==> config.mk <==
export PLATFORM = sky130hd
export DESIGN_NAME = shift_sequencer
export DESIGN_NICKNAME = d
export VERILOG_FILES = /design/src/rtl/shift_pkg.sv /design/src/rtl/shift_step_calc.sv /design/src/rtl/shift_sequencer.sv
export SDC_FILE = /design/constraint.sdc
export NUM_CORES = 1
export LEC_CHECK = 0
export CAP_MARGIN = 25
export CORE_MARGIN = 8
export CORE_UTILIZATION = 40
export DETAILED_ROUTE_END_ITERATION = 8
export PLACE_DENSITY = 0.82
export SYNTH_ARGS = -nofsm -noshare
export SYNTH_HDL_FRONTEND = slang
export SYNTH_SLANG_ARGS = --single-unit
==> constraint.sdc <==
create_clock -name clk -period 4.61 [get_ports clk]
set_input_delay 1.383 -clock clk [delete_from_list [all_inputs] [get_ports clk]]
set_output_delay 1.383 -clock clk [all_outputs]
set_load 0.005 [all_outputs]
==> src/rtl/shift_pkg.sv <==
// Shared constants, state encoding and step helper for the multi-pass shift sequencer.
package shift_pkg;

  localparam int unsigned DATA_W   = 32;
  localparam int unsigned AMT_W    = 6;
  localparam int unsigned SH_AMT_W = 4;
  localparam int unsigned STEP_MAX = 15;
  localparam int unsigned PASS_W   = 3;

  typedef enum logic [1:0] {
    IDLE  = 2'd0,
    SHIFT = 2'd1,
    DONE  = 2'd2
  } state_e;

  function automatic int unsigned min_step(input int unsigned rem, input int unsigned lim);
    return (rem < lim) ? rem : lim;
  endfunction

endpackage

==> src/rtl/shift_step_calc.sv <==
// Per-pass step size: clamps the remaining shift to what one Shifter pass can do.
module shift_step_calc
  import shift_pkg::*;
#(
  parameter int unsigned AMT_W    = shift_pkg::AMT_W,
  parameter int unsigned STEP_MAX = shift_pkg::STEP_MAX
) (
  input  logic [AMT_W-1:0]    remaining_i,
  output logic [SH_AMT_W-1:0] step_o,
  output logic                last_pass_o
);

  always_comb begin
    step_o      = SH_AMT_W'(min_step(32'(remaining_i), 32'(STEP_MAX)));
    last_pass_o = (32'(remaining_i) <= 32'(STEP_MAX));
  end

endmodule

==> src/rtl/shift_sequencer.sv <==
// Multi-pass controller feeding the 4-bit-amount Shifter one pass per cycle.
// Optional build macro SHIFT_SAT_SHORTCUT_EN: amounts >= DATA_W skip straight to a zero result.
//
// state | meaning
// IDLE  | ready for a request
// SHIFT | one Shifter pass per cycle, result recirculated
// DONE  | result held until rsp_ready
module shift_sequencer
  import shift_pkg::*;
#(
  parameter int unsigned DATA_W   = shift_pkg::DATA_W,
  parameter int unsigned AMT_W    = shift_pkg::AMT_W,
  parameter int unsigned STEP_MAX = shift_pkg::STEP_MAX
) (
  input  logic                clk,
  input  logic                rst,
  input  logic                req_valid,
  output logic                req_ready,
  input  logic [DATA_W-1:0]   req_data,
  input  logic [AMT_W-1:0]    req_amount,
  output logic [DATA_W-1:0]   sh_data_in,
  output logic [SH_AMT_W-1:0] sh_shift_amount,
  input  logic [DATA_W-1:0]   sh_shifted_data,
  output logic                rsp_valid,
  input  logic                rsp_ready,
  output logic [DATA_W-1:0]   rsp_data,
  output logic [PASS_W-1:0]   rsp_passes
);

  state_e              state_q, state_d;
  logic [DATA_W-1:0]   work_q, work_d;
  logic [AMT_W-1:0]    rem_q, rem_d;
  logic [PASS_W-1:0]   pass_q, pass_d;
  logic [SH_AMT_W-1:0] step;
  logic                last_pass;

  shift_step_calc #(
    .AMT_W    (AMT_W),
    .STEP_MAX (STEP_MAX)
  ) u_step (
    .remaining_i (rem_q),
    .step_o      (step),
    .last_pass_o (last_pass)
  );

  always_ff @(posedge clk or posedge rst) begin
    if (rst) begin
      state_q <= IDLE;
      work_q  <= '0;
      rem_q   <= '0;
      pass_q  <= '0;
    end else begin
      state_q <= state_d;
      work_q  <= work_d;
      rem_q   <= rem_d;
      pass_q  <= pass_d;
    end
  end

  always_comb begin
    state_d         = state_q;
    work_d          = work_q;
    rem_d           = rem_q;
    pass_d          = pass_q;
    req_ready       = 1'b0;
    rsp_valid       = 1'b0;
    rsp_data        = '0;
    rsp_passes      = '0;
    sh_data_in      = '0;
    sh_shift_amount = '0;
    case (state_q)
      IDLE: begin
        req_ready = 1'b1;
        if (req_valid) begin
          work_d  = req_data;
          rem_d   = req_amount;
          pass_d  = '0;
          state_d = (req_amount != '0) ? SHIFT : DONE;
`ifdef SHIFT_SAT_SHORTCUT_EN
          if (32'(req_amount) >= 32'(DATA_W)) begin
            work_d  = '0;
            rem_d   = '0;
            state_d = DONE;
          end
`endif
        end
      end
      SHIFT: begin
        sh_data_in      = work_q;
        sh_shift_amount = step;
        work_d          = sh_shifted_data;
        rem_d           = rem_q - AMT_W'(step);
        // pass count saturates rather than wrapping
        pass_d          = (pass_q == '1) ? pass_q : pass_q + 1'b1;
        if (last_pass) state_d = DONE;
      end
      DONE: begin
        rsp_valid  = 1'b1;
        rsp_data   = work_q;
        rsp_passes = pass_q;
        if (rsp_ready) state_d = IDLE;
      end
      default: state_d = IDLE;
    endcase
  end

endmodule

== Word level (Yosys, flattened, before mapping) ==
Index checks and enable logic that the tools add are counted.

* Register bits after elaboration: 43
* Bits in latches: 0
* RAM bits: 0
* Bits in read-only memories: 0
* Bits of input ports: 74
* Output and inout bits: 73
* Word-level logic and storage cells: 40
* Memories: 0

* $add $sub $neg: 2
* Multipliers: 0
* Divide/modulo/power cells: 0
* Order comparisons: 2
* Equal/unequal tests: 7
* Shift operators: 0
* Mux-type cells: 19
* Bitwise operators: 0
* Reduce and logical (&&, ||, !) cells: 6

{| class="wikitable"
|+ Operator list
! kind !! count
|-
| $mux 32 || 3
|-
| $pmux 32 s2 || 1
|-
| $pmux 6 s2 || 1
|-
| $mux 3 || 3
|-
| $mux 2 || 4
|-
| $mux 4 || 2
|-
| $ne 2x2->1 const B || 4
|-
| $le 6x4->1 const B || 1
|-
| $lt 6x4->1 const B || 1
|-
| $mux 6 || 1
|-
| $pmux 2 s3 || 1
|-
| $pmux 3 s2 || 1
|-
| $reduce_and 3->1 || 2
|-
| $reduce_bool 6->1 || 1
|-
| $sub 6x4->6 || 1
|-
| $add 3x1->3 const B || 1
|-
| $eq 3x3->1 const B || 1
|-
| $eq 2x1->1 const B || 1
|-
| $eq 2x2->1 const B || 1
|-
| $logic_not 2->1 || 1
|-
| $mux 1 || 2
|-
| $reduce_and 2->1 || 1
|-
| $reduce_bool 2->1 || 1
|}

== Depth between registers and ports, before layout ==
Gate-level depths: netlist of run 1.

* Depth after elaboration: 4
* Depth in mapped cells: 7
* Mapped depth without buffers: 6

== Hierarchy ==
Synthesis of run 1 repeated with hierarchy kept, for this count alone.

* Cells, all modules: 306
* Area, all modules: 2,761.4 µm²

{| class="wikitable"
|+ Modules (own cells, without submodules)
! module !! instances !! cells an instance !! area an instance (µm²) !! seq. area each (µm²)
|-
| shift_sequencer || 1 || 301 || 2,732.6 || 1,076.0
|-
| shift_step_calc || 1 || 5 || 28.8 || 0.0
|}

== Worst setup path before layout of run 1 ==
Ideal clock, no wire load.

* Path type: register -> output
* From: register state_q[1]
* To: output port sh_data_in[10]
* Arrival: 1,103 ps
* Data required time: 3,227 ps
* Slack: 2,124 ps
* Stages on the path, launching flop included: 6
* Buffers on the path: 3
* Cells stage by stage: dfrtp_1 buf_6 nor2b_4 buf_6 clkbuf_1 and2_1

* Word-level cells in the longest chain between the ends: 2

{| class="wikitable"
|+ RTL lines
! item !! line !! text
|-
| from (decl) || shift_sequencer.sv:30 || <nowiki>state_e state_q, state_d;</nowiki>
|-
| from (signal assigned) || shift_sequencer.sv:53 || <nowiki>state_q <= state_d;</nowiki>
|-
| $eq 2x1->1 || shift_sequencer.sv:71 || <nowiki>case (state_q)</nowiki>
|-
| $mux 32 || shift_sequencer.sv:71 ||
|-
| to (decl) || shift_sequencer.sv:21 || <nowiki>output logic [DATA_W-1:0] sh_data_in,</nowiki>
|}

No other way between the ends.

== Worst setup path in the final report of run 1 ==
* From: register state_q[0]
* To: output port sh_shift_amount[3]

* Word-level cells in the longest chain between the ends: 2

{| class="wikitable"
|+ RTL lines
! item !! line !! text
|-
| $eq 2x1->1 || shift_sequencer.sv:71 ||
|-
| $mux 4 || shift_sequencer.sv:71 ||
|-
| to (decl) || shift_sequencer.sv:22 || <nowiki>output logic [SH_AMT_W-1:0] sh_shift_amount,</nowiki>
|}

No other way between the ends.

==> metrics.csv, run 1 <==
metric,value,unit
outcome,completed,
top_layer,met4,
critPathMaxFanout,39,
grt-ovfl-total,0,
synth_fa_ha_area_share,1.40,%
rr_endpoint,rem_q[3]$_DFFE_PP0P_,
dpl_cell_area,4140,sq um
multiInputGateArea,1450,sq um
die_h,98.0,um
slew_violations,0,
r2r_slack,2.65,ns
setup_viol,0,
cpMaxStageDelayCell,dfrtp_1,
viasPerCell,5.05,
cts_tree,done,
wl_met3,655,um
antenna_found_initial,0,
drt_iter0_drc,98,
cap_violations,0,
slowest_delay,0.63,ns
wl_per_cell,15.8,um
hold_path_depth,2,
initial_core_util,40.5,%
grt_max_degree,44,
hold_viol,0,
timing.hold.ws,0.496,ns
grt_pass1_vias,2660,
fin_cells,509,
p_total,2.54,mW
setup_tns,0,ns
cts_htree_levels,2,
ys_warn_count,0,
pre_cts_ws,1.22,ns
synth_seq_area_share,40.0,%
synth_cell_types,39,
maxSlewHeadroom,40.2,%
worstSetupPathType,flip-flop to primary output,
final_util,64.0,%
wl_met2,4200,um
setup_ws,0.908,ns
port_buffers,146,
gp_congestion,0.878,
grt_pass1_wl,13100,um
crit_chain,nor2b_4 > buf_4 > a21boi_0 > clkdlybuf4s50_1,
p_leak,1.76,nW
rsz0062_at_grt,no,
ff_latch_area,1080,sq um
synth.avg_cell_area,9.15,sq um
crit_required,3.23,ns
worstHoldStart,work_q[26]$_DFFE_PP0P_,
nets,505,
arrival,2.32,ns
clock_sinks,43,
r2r_cells,4,
worstSkewPairLatency,0.29,ns
drc_errors,0,
die_area,9600,sq um
hp-class,flip-flop to flip-flop,
critPathLaunchType,flip-flop,
path_clk_slew,0.08,ns
vias,2568,
die_w,98.0,um
fillers,577,
p_per_area,596,nW/um^2
ir_worst_vdd,0.221,mV
antenna_cells,0,
syn_inst,294,
final_antenna_net_count,0,
cts_setup_buffers,0,
final_cell_mix,"clkdlybuf4s50_1 (146), and2_1 (67), nand2_1 (43), dfrtp_1 (43), mux2i_1 (33)",
drive_above_1_share,4.66,%
netlist_area,2690,sq um
fmax,270,MHz
postRouteWirelength,8030,um
synthXorXnorAreaFrac,0,%
cts-root-buf,clkbuf_8,
placed_cells,501,
ys_seq_elements,43,
timing.rr.start,state_q[0]$_DFFE_PP0P_,
dr.pass1.iters,4,
met1Wirelength,3050,um
io_pins,147,
syn2layout_area_growth,58.2,%
synthSimpleGateAreaFrac,25.3,%
synth.area.mux_share,12.7,%
synth_top_family_by_area,simple AND/OR/NAND/NOR gates,
end_kind,primary output,
grtUsageTotal,16.5,%
skew,0.00730,ns
ctsResizeCount,0,
hold_path_end,work_q[26]$_DFFE_PP0P_,
placeableCoreArea,6640,sq um
syn_nets,371,
dpl.hpwl,6310,um
period_share,80.3,%
final_common_cell,clkdlybuf4s50_1,
synth_compound_area_share,14.0,%
core.rowCount,30,
fin_area,4250,sq um
fin_crit,3.70,ns
cts_made_buffers,5,
tightest_slew,0.895,ns
hold_buffers,0,
cts_buffer_depth,2,
-- how the worst max path moves through the flow --
stage / start / to / slack [ns] / depth (start not counted)
floorplan: state_q[1]$_DFFE_PP0P_ / sh_data_in[10] / 2.12 / 5
global placement: state_q[0]$_DFFE_PP0P_ / sh_shift_amount[3] / 1.26 / 4
detailed placement: state_q[0]$_DFFE_PP0P_ / sh_shift_amount[3] / 1.22 / 4
CTS: state_q[0]$_DFFE_PP0P_ / sh_shift_amount[3] / 0.88 / 4
global route: state_q[1]$_DFFE_PP0P_ / rsp_data[27] / 0.73 / 3
finish: state_q[0]$_DFFE_PP0P_ / sh_shift_amount[3] / 0.91 / 4
-- worst max-delay path: cells and delay by family, from the launching register on --
| kind | cells | cell delay [ns] |
|---|---|---|
| compound gates | 1 | 0.22 |
| buf+inv | 2 | 0.91 |
| flops | 1 | 0.63 |
| simple gates | 1 | 0.24 |
-- report_power, final --
group          internal (mW)  total (mW)  leakage [nW]  switching, mW
registers              0.569       0.738         0.523          0.169
logic                  0.828        1.49          1.17          0.666
clock network          0.175       0.304        0.0612          0.129
-- cell type report --
| class | instances | share of cell area (%) |
|---|---|---|
| Multi-Input combinational cell | 224 | 34.0 |
| Tap cell | 80 | 2.35 |
| Clock inverter | 2 | 0.824 |
| Timing Repair Buffer | 149 | 35.2 |
| Inverter | 5 | 0.441 |
| Sequential cell | 43 | 25.3 |
| Clock buffer | 6 | 1.94 |
-- cell usage after synthesis --
cell type / number / area (sq um)
a21bo_2: 1 / 10.0
buf_8: 3 / 45.0
nor2_1: 6 / 22.5
a21boi_0: 1 / 7.51
a22oi_1: 3 / 22.5
nand3_1: 2 / 10.0
nor3_1: 1 / 5.00
nand4b_1: 1 / 8.76
and2_1: 67 / 419
o221a_2: 1 / 11.3
nor4_1: 1 / 6.26
inv_1: 5 / 18.8
o221ai_1: 1 / 8.76
a41oi_1: 1 / 8.76
clkbuf_2: 2 / 10.0
a32oi_1: 2 / 17.5
dfrtp_1: 43 / 1080
nand4_1: 1 / 6.26
buf_2: 3 / 15.0
buf_6: 3 / 33.8
nor2b_4: 2 / 27.5
o22a_1: 1 / 8.76
mux2_2: 1 / 11.3
o21ai_2: 2 / 17.5
o21ai_0: 7 / 35.0
o21bai_1: 2 / 15.0
nand2_1: 43 / 161
a211o_1: 1 / 8.76
buf_4: 4 / 30.0
or2_1: 1 / 6.26
o211ai_1: 1 / 7.51
mux2i_1: 33 / 330
ha_1: 3 / 37.5
nand2b_1: 1 / 6.26
a21oi_1: 2 / 10.0
clkbuf_1: 7 / 26.3
o21ai_1: 29 / 145
o21a_1: 3 / 22.5
a31oi_1: 3 / 18.8
-- routing by layer --
layer  GRT usage (%)  up-vias
met1            16.9     1194
li1                -     1258
met3            5.90       10
met4            4.80        0
met5               0        -
met2            30.5      106
-- state kept, by name, indices dropped and copies added, names as in the netlist --
register and flops:
state_q 2, work_q 32, rem_q 6, pass_q 3
-- logic make-up after synthesis --
kind of cell             after synthesis
adder cells (fa/ha/maj)                3
AO/OA/AOI/OAI                         61
flip-flops                            43
buffers and inverters                 27
multiplexers                          34
AND/OR/NAND/NOR                      126
Power figures use the tool's default switching activity.
==> run 2: changes to the inputs <==
--- a/config.mk
+++ b/config.mk
@@ -7,9 +7,9 @@
 export LEC_CHECK = 0
 export CAP_MARGIN = 25
 export CORE_MARGIN = 8
-export CORE_UTILIZATION = 40
+export CORE_UTILIZATION = 39
 export DETAILED_ROUTE_END_ITERATION = 8
-export PLACE_DENSITY = 0.82
+export PLACE_DENSITY = 0.81
 export SYNTH_ARGS = -nofsm -noshare
 export SYNTH_HDL_FRONTEND = slang
 export SYNTH_SLANG_ARGS = --single-unit
==> constraint.sdc (replaced) <==
create_clock -name clk -period 3.9 [get_ports clk]
set_input_delay 1.17 -clock clk [delete_from_list [all_inputs] [get_ports clk]]
set_output_delay 1.17 -clock clk [all_outputs]
set_load 0.005 [all_outputs]
==> run 2 against run 1 <==
Design area rose by 0.47%. Count of clock-buffer cells in the layout did not move. Routed wire length fell by 2.6%. Via count fell by 3.9%. Clock power rose by 16%. Flip-flop and latch count did not move. Critical path depth did not move. Worst hold slack barely moved. Non-clock buffer count rose by 1. Combinational power rose by 17%. First-iteration DRC count fell by 3.1%. Critical endpoint unchanged. Highest routed layer unchanged.
==> metrics.csv, run 2 (synthesized netlist as in run 1, its figures left out) <==
metric,value,unit,change
worstSkewPairLatency,0.29,ns,about the same
postRouteWirelength,7820,um,-2.6%
clock_sinks,43,,unchanged
p_total,2.97,mW,+17%
grtUsageTotal,16.0,%,-0.44 points
grt_pass1_vias,2599,,-2.3%
final_util,63.6,%,-0.42 points
rsz0062_at_grt,no,,
port_buffers,146,,unchanged
outcome,completed,,
pre_cts_ws,0.729,ns,-0.490 ns
setup_tns,0,ns,unchanged
placeableCoreArea,6720,sq um,+1.1%
ctsResizeCount,0,,unchanged
cts_setup_buffers,0,,unchanged
p_per_area,696,nW/um^2,+17%
critPathMaxFanout,74,,+90%
antenna_found_initial,0,,unchanged
initial_core_util,40.0,%,-0.45 points
crit_family,buffers and inverters,,
drt_iter0_drc,95,,-3.1%
end_kind,primary output,,
path_clk_slew,0.08,ns,about the same
slowest_delay,0.63,ns,about the same
cts_buffer_depth,2,,unchanged
ir_worst_vdd,0.324,mV,+46%
core.rowCount,30,,unchanged
grt-ovfl-total,0,,unchanged
cts_tree,done,,
dr.pass1.iters,4,,unchanged
cts_made_buffers,5,,unchanged
worstSetupPathType,flip-flop to primary output,,
fmax,290,MHz,
die_h,99.0,um,+1.1%
die_area,9810,sq um,+2.1%
final_common_cell,clkdlybuf4s50_1,,
period_share,88.6,%,
drive_above_1_share,4.88,%,+0.22 points
critPathLaunchType,flip-flop,,
arrival,2.28,ns,-0.04 ns
vias,2468,,-3.9%
hp-class,flip-flop to flip-flop,,
die_w,99.0,um,+1.1%
dpl.hpwl,6020,um,-4.5%
drc_errors,0,,unchanged
final_antenna_net_count,0,,unchanged
grt_pass1_wl,12900,um,-1.2%
syn2layout_area_growth,59.0,%,
maxSlewHeadroom,58.3,%,+18 points
io_pins,147,,unchanged
viasPerCell,4.84,,-4.1%
final_cell_mix,"clkdlybuf4s50_1 (146), and2_1 (67), nand2_1 (43), dfrtp_1 (43), mux2i_1 (33)",,
cap_violations,0,,unchanged
skew,0.00757,ns,+0.000268 ns
cts-root-buf,clkbuf_8,,
antenna_cells,0,,unchanged
p_leak,1.77,nW,+0.52%
crit_required,2.73,ns,-0.50 ns
setup_viol,0,,unchanged
hold_buffers,0,,unchanged
r2r_slack,2.16,ns,-0.49 ns
largest_reg_flops,32,,unchanged
wl_per_cell,15.3,um,-2.8%
crit_chain,nor2b_4 > buf_12 > a21boi_0 > clkdlybuf4s50_1,,
setup_ws,0.446,ns,-0.462 ns
grt_max_degree,75,,+70%
cts_htree_levels,2,,unchanged
gp_congestion,0.924,,+5.3%
fin_crit,3.45,ns,
regMostFlops,work_q,,
critPathBufInv,2,,unchanged
nets,506,,+0.20%
slew_violations,0,,unchanged
cpMaxStageDelayCell,dfrtp_1,,
hold_viol,0,,unchanged
tightest_slew,0.624,ns,-0.272 ns
reg_top3,"work_q x32, rem_q x6, pass_q x3",,
run 2: tightest hold or removal path, stage by stage (launching register included):
cell and delay (ns):
dfrtp_1 0.35, nand2_1 0.05, o21ai_1 0.06
run 2: area by class of cell:
| cell class | count | area (sq um) |
|---|---|---|
| timing repair buffer | 150 | 1520 |
| tap | 80 | 100 |
| fill | 597 | 2440 |
| clock inverter | 2 | 35.0 |
| sequential | 43 | 1080 |
| clock buffer | 6 | 82.6 |
| multi-input combinational | 224 | 1450 |
| inverter | 5 | 18.8 |
run 2: stage by stage:
step / hold slack (ns) / instances / area [sq um]
after detailed placement: 0.482 / 501 / 4140
after global placement: 0.474 / 501 / 4140
final: 0.495 / 510 / 4270
after CTS: 0.501 / 509 / 4250
after floorplan: 0.455 / 294 / 2690
after global routing: 0.537 / 510 / 4270
run 2: report_power, final:
part / leakage, nW / switching (mW) / total (mW) / internal (mW)
clock network: 0.0612 / 0.147 / 0.354 / 0.207
logic: 1.18 / 0.765 / 1.74 / 0.980
registers: 0.523 / 0.201 / 0.874 / 0.673
run 2: path summary, 6_finish.rpt:
check	endpoint	cells past startpoint	from
hold reg to reg	work_q[29]$_DFFE_PP0P_	2	work_q[29]$_DFFE_PP0P_
hold / removal	work_q[29]$_DFFE_PP0P_	2	work_q[29]$_DFFE_PP0P_
setup / recovery	sh_shift_amount[3]	4	state_q[0]$_DFFE_PP0P_
min in group asynchronous	work_q[7]$_DFFE_PP0P_	3	rst
setup reg to reg	rem_q[2]$_DFFE_PP0P_	4	state_q[0]$_DFFE_PP0P_
max in group asynchronous	state_q[0]$_DFFE_PP0P_	3	rst
run 2: per-layer routing:
metal	global-route usage, %	part of all wire (%)	up-vias
met4	4.60	0.95	0
li1	-	-	1265
met3	5.50	7.4	5
met2	29.0	52	78
met5	0	0	-
met1	17.1	40	1120
==> run 3: changes to the inputs <==
==> constraint.sdc (replaced) <==
create_clock -name clk -period 3.9 [get_ports clk]
set_input_delay 0.78 -clock clk [delete_from_list [all_inputs] [get_ports clk]]
set_output_delay 0.78 -clock clk [all_outputs]
set_load 0.005 [all_outputs]
==> run 3 against run 2 <==
Routed wire length shrank 0.61%. Cell count fell by 0.39%. Combinational power hardly changed. Highest routed layer unchanged.
==> metrics.csv, run 3 (synthesized netlist as in run 1, its figures left out) <==
metric,value,unit,change
outcome,completed,,
combPwrFrac,58.8,%,about the same
tightest_slew,0.898,ns,+0.274 ns
initial_core_util,40.0,%,unchanged
p_sw_share,37.5,%,+0.052 points
p_int,1.87,mW,+0.40%
vias,2486,,+0.73%
crit_chain,nor2b_4 > buf_12 > and2_1 > clkdlybuf4s50_1,,
path_clk_slew,0.09,ns,about the same
hold_path_depth,2,,unchanged
switchingPower,1.12,mW,+0.62%
critPathLaunchType,flip-flop,,
final_cell_mix,"clkdlybuf4s50_1 (146), and2_1 (67), nand2_1 (43), dfrtp_1 (43), mux2i_1 (33)",,
skew,0.0101,ns,+0.00252 ns
hold_path_end,work_q[21]$_DFFE_PP0P_,,
cap_violations,0,,unchanged
cts_made_buffers,5,,unchanged
ir_worst_vdd,0.346,mV,+6.6%
p_total,2.99,mW,+0.48%
r2r_slack,1.99,ns,-0.17 ns
grt_max_degree,72,,-4.0%
clock_power_share,12.0,%,about the same
antenna_cells,0,,unchanged
die_area,9810,sq um,unchanged
r2r_cells,4,,unchanged
critPathMaxFanout,71,,-4.1%
cts_buffer_depth,2,,unchanged
dpl.hpwl,6030,um,+0.21%
reg_top3,"work_q x32, rem_q x6, pass_q x3",,
fin_crit,3.07,ns,-0.388 ns
cts-root-buf,clkbuf_8,,
rsz0062_at_grt,no,,
grt-ovfl-total,0,,unchanged
core.rowCount,30,,unchanged
cpMaxStageDelayCell,dfrtp_1,,
hold_buffers,0,,unchanged
drt_iter0_drc,57,,-40%
final_antenna_net_count,0,,unchanged
ctsResizeCount,0,,unchanged
period_share,78.6,%,-10 points
worstSetupPathType,flip-flop to primary output,,
p_per_area,701,nW/um^2,+0.84%
fmax,326,MHz,+13%
multiInputGateArea,1450,sq um,unchanged
grtUsageTotal,15.9,%,-0.089 points
timing.rr.start,state_q[0]$_DFFE_PP0P_,,
port_buffers,146,,unchanged
ff_latch_area,1080,sq um,unchanged
die_h,99.0,um,unchanged
worstSkewPairLatency,0.29,ns,about the same
p_leak,1.75,nW,-0.57%
gp_congestion,0.842,,-8.9%
grt_pass1_vias,2628,,+1.1%
p_seq_share,29.2,%,-0.2 points
cts_setup_buffers,0,,unchanged
slew_violations,0,,unchanged
dr.pass1.iters,5,,+1
largest_reg_flops,32,,unchanged
syn2layout_area_growth,58.4,%,
fillers,626,,+4.9%
worstHoldStart,work_q[21]$_DFFE_PP0P_,,
end_kind,primary output,,
clock_sinks,43,,unchanged
die_w,99.0,um,unchanged
grt_pass1_wl,12800,um,-1.1%
postRouteWirelength,7770,um,-0.61%
drc_errors,0,,unchanged
setup_tns,0,ns,unchanged
viasPerCell,4.89,,+1.1%
crit_required,3.12,ns,+0.39 ns
arrival,2.29,ns,about the same
antenna_found_initial,0,,unchanged
hold_viol,0,,unchanged
final_common_cell,clkdlybuf4s50_1,,
regMostFlops,work_q,,
drive_above_1_share,4.44,%,-0.44 points
slowest_delay,0.63,ns,about the same
cts_tree,done,,
setup_viol,0,,unchanged
placeableCoreArea,6720,sq um,unchanged
io_pins,147,,unchanged
rr_endpoint,rem_q[3]$_DFFE_PP0P_,,
hp-class,flip-flop to flip-flop,,
cts_htree_levels,2,,unchanged
wl_per_cell,15.3,um,-0.22%
nets,504,,-0.40%
maxSlewHeadroom,40.1,%,-18 points
[run 3: cell count changes in the layout (fill, tap and decap cells not counted), sizes merged]
cell	change
buf	-2
[run 3: routing by layer]
layer | wire length [um] | vias to the layer above | GRT usage (%)
li1 | - | 1261 | -
met1 | 3050 | 1128 | 16.7
met2 | 3990 | 88 | 28.5
met3 | 609 | 9 | 5.71
met4 | 123 | 0 | 5.90
met5 | 0 | - | 0
[run 3: worst max-delay path, delay by kind of cell (launching register included)]
family / cells / cell delay, ns
buf+inv: 2 / 0.82
flops: 1 / 0.63
simple gates: 2 / 0.48
[run 3: power groups by stage]
stage          registers, mW  clock network [mW]  logic [mW]
6_report               0.872               0.360        1.76
5_1_grt                0.913               0.386        1.95
4_1_cts                0.875               0.371        1.79
3_5_place_dp           0.884                   0        1.79
3_3_place_gp           0.864                   0        1.75
2_1_floorplan          0.794                   0        1.15
[run 3: how the worst max path moves through the flow]
stage,startpoint,to,slack (ns),depth (start not counted)
3_5_place_dp,state_q[0]$_DFFE_PP0P_,sh_shift_amount[3],1.13,4
4_1_cts,state_q[0]$_DFFE_PP0P_,sh_shift_amount[3],0.79,4
5_1_grt,state_q[1]$_DFFE_PP0P_,rsp_data[27],0.67,3
3_3_place_gp,state_q[1]$_DFFE_PP0P_,rsp_data[19],1.16,3
2_1_floorplan,state_q[1]$_DFFE_PP0P_,sh_data_in[10],2.02,5
6_report,state_q[0]$_DFFE_PP0P_,sh_data_in[10],0.83,4
[run 3: area by class of cell]
class / instances / area share, %
Timing Repair Buffer: 148 / 35.3
Multi-Input combinational cell: 224 / 33.9
Sequential cell: 43 / 25.3
Tap cell: 80 / 2.35
Clock buffer: 6 / 1.94
Clock inverter: 2 / 0.823
Inverter: 5 / 0.441
[run 3: per-stage QoR]
| step | instances | setup slack [ns] | instance area (sq um) | utilization (%) | hold slack (ns) |
|---|---|---|---|---|---|
| after floorplan | 294 | 2.02 | 2690 | - | 0.455 |
| after detailed placement | 500 | 1.13 | 4140 | 61.6 | 0.474 |
| final | 508 | 0.834 | 4260 | 63.4 | 0.489 |
| after CTS | 508 | 0.787 | 4260 | 63.4 | 0.493 |
| after global routing | 508 | 0.667 | 4260 | 63.4 | 0.524 |
| after global placement | 500 | 1.16 | 4140 | 61.6 | 0.469 |
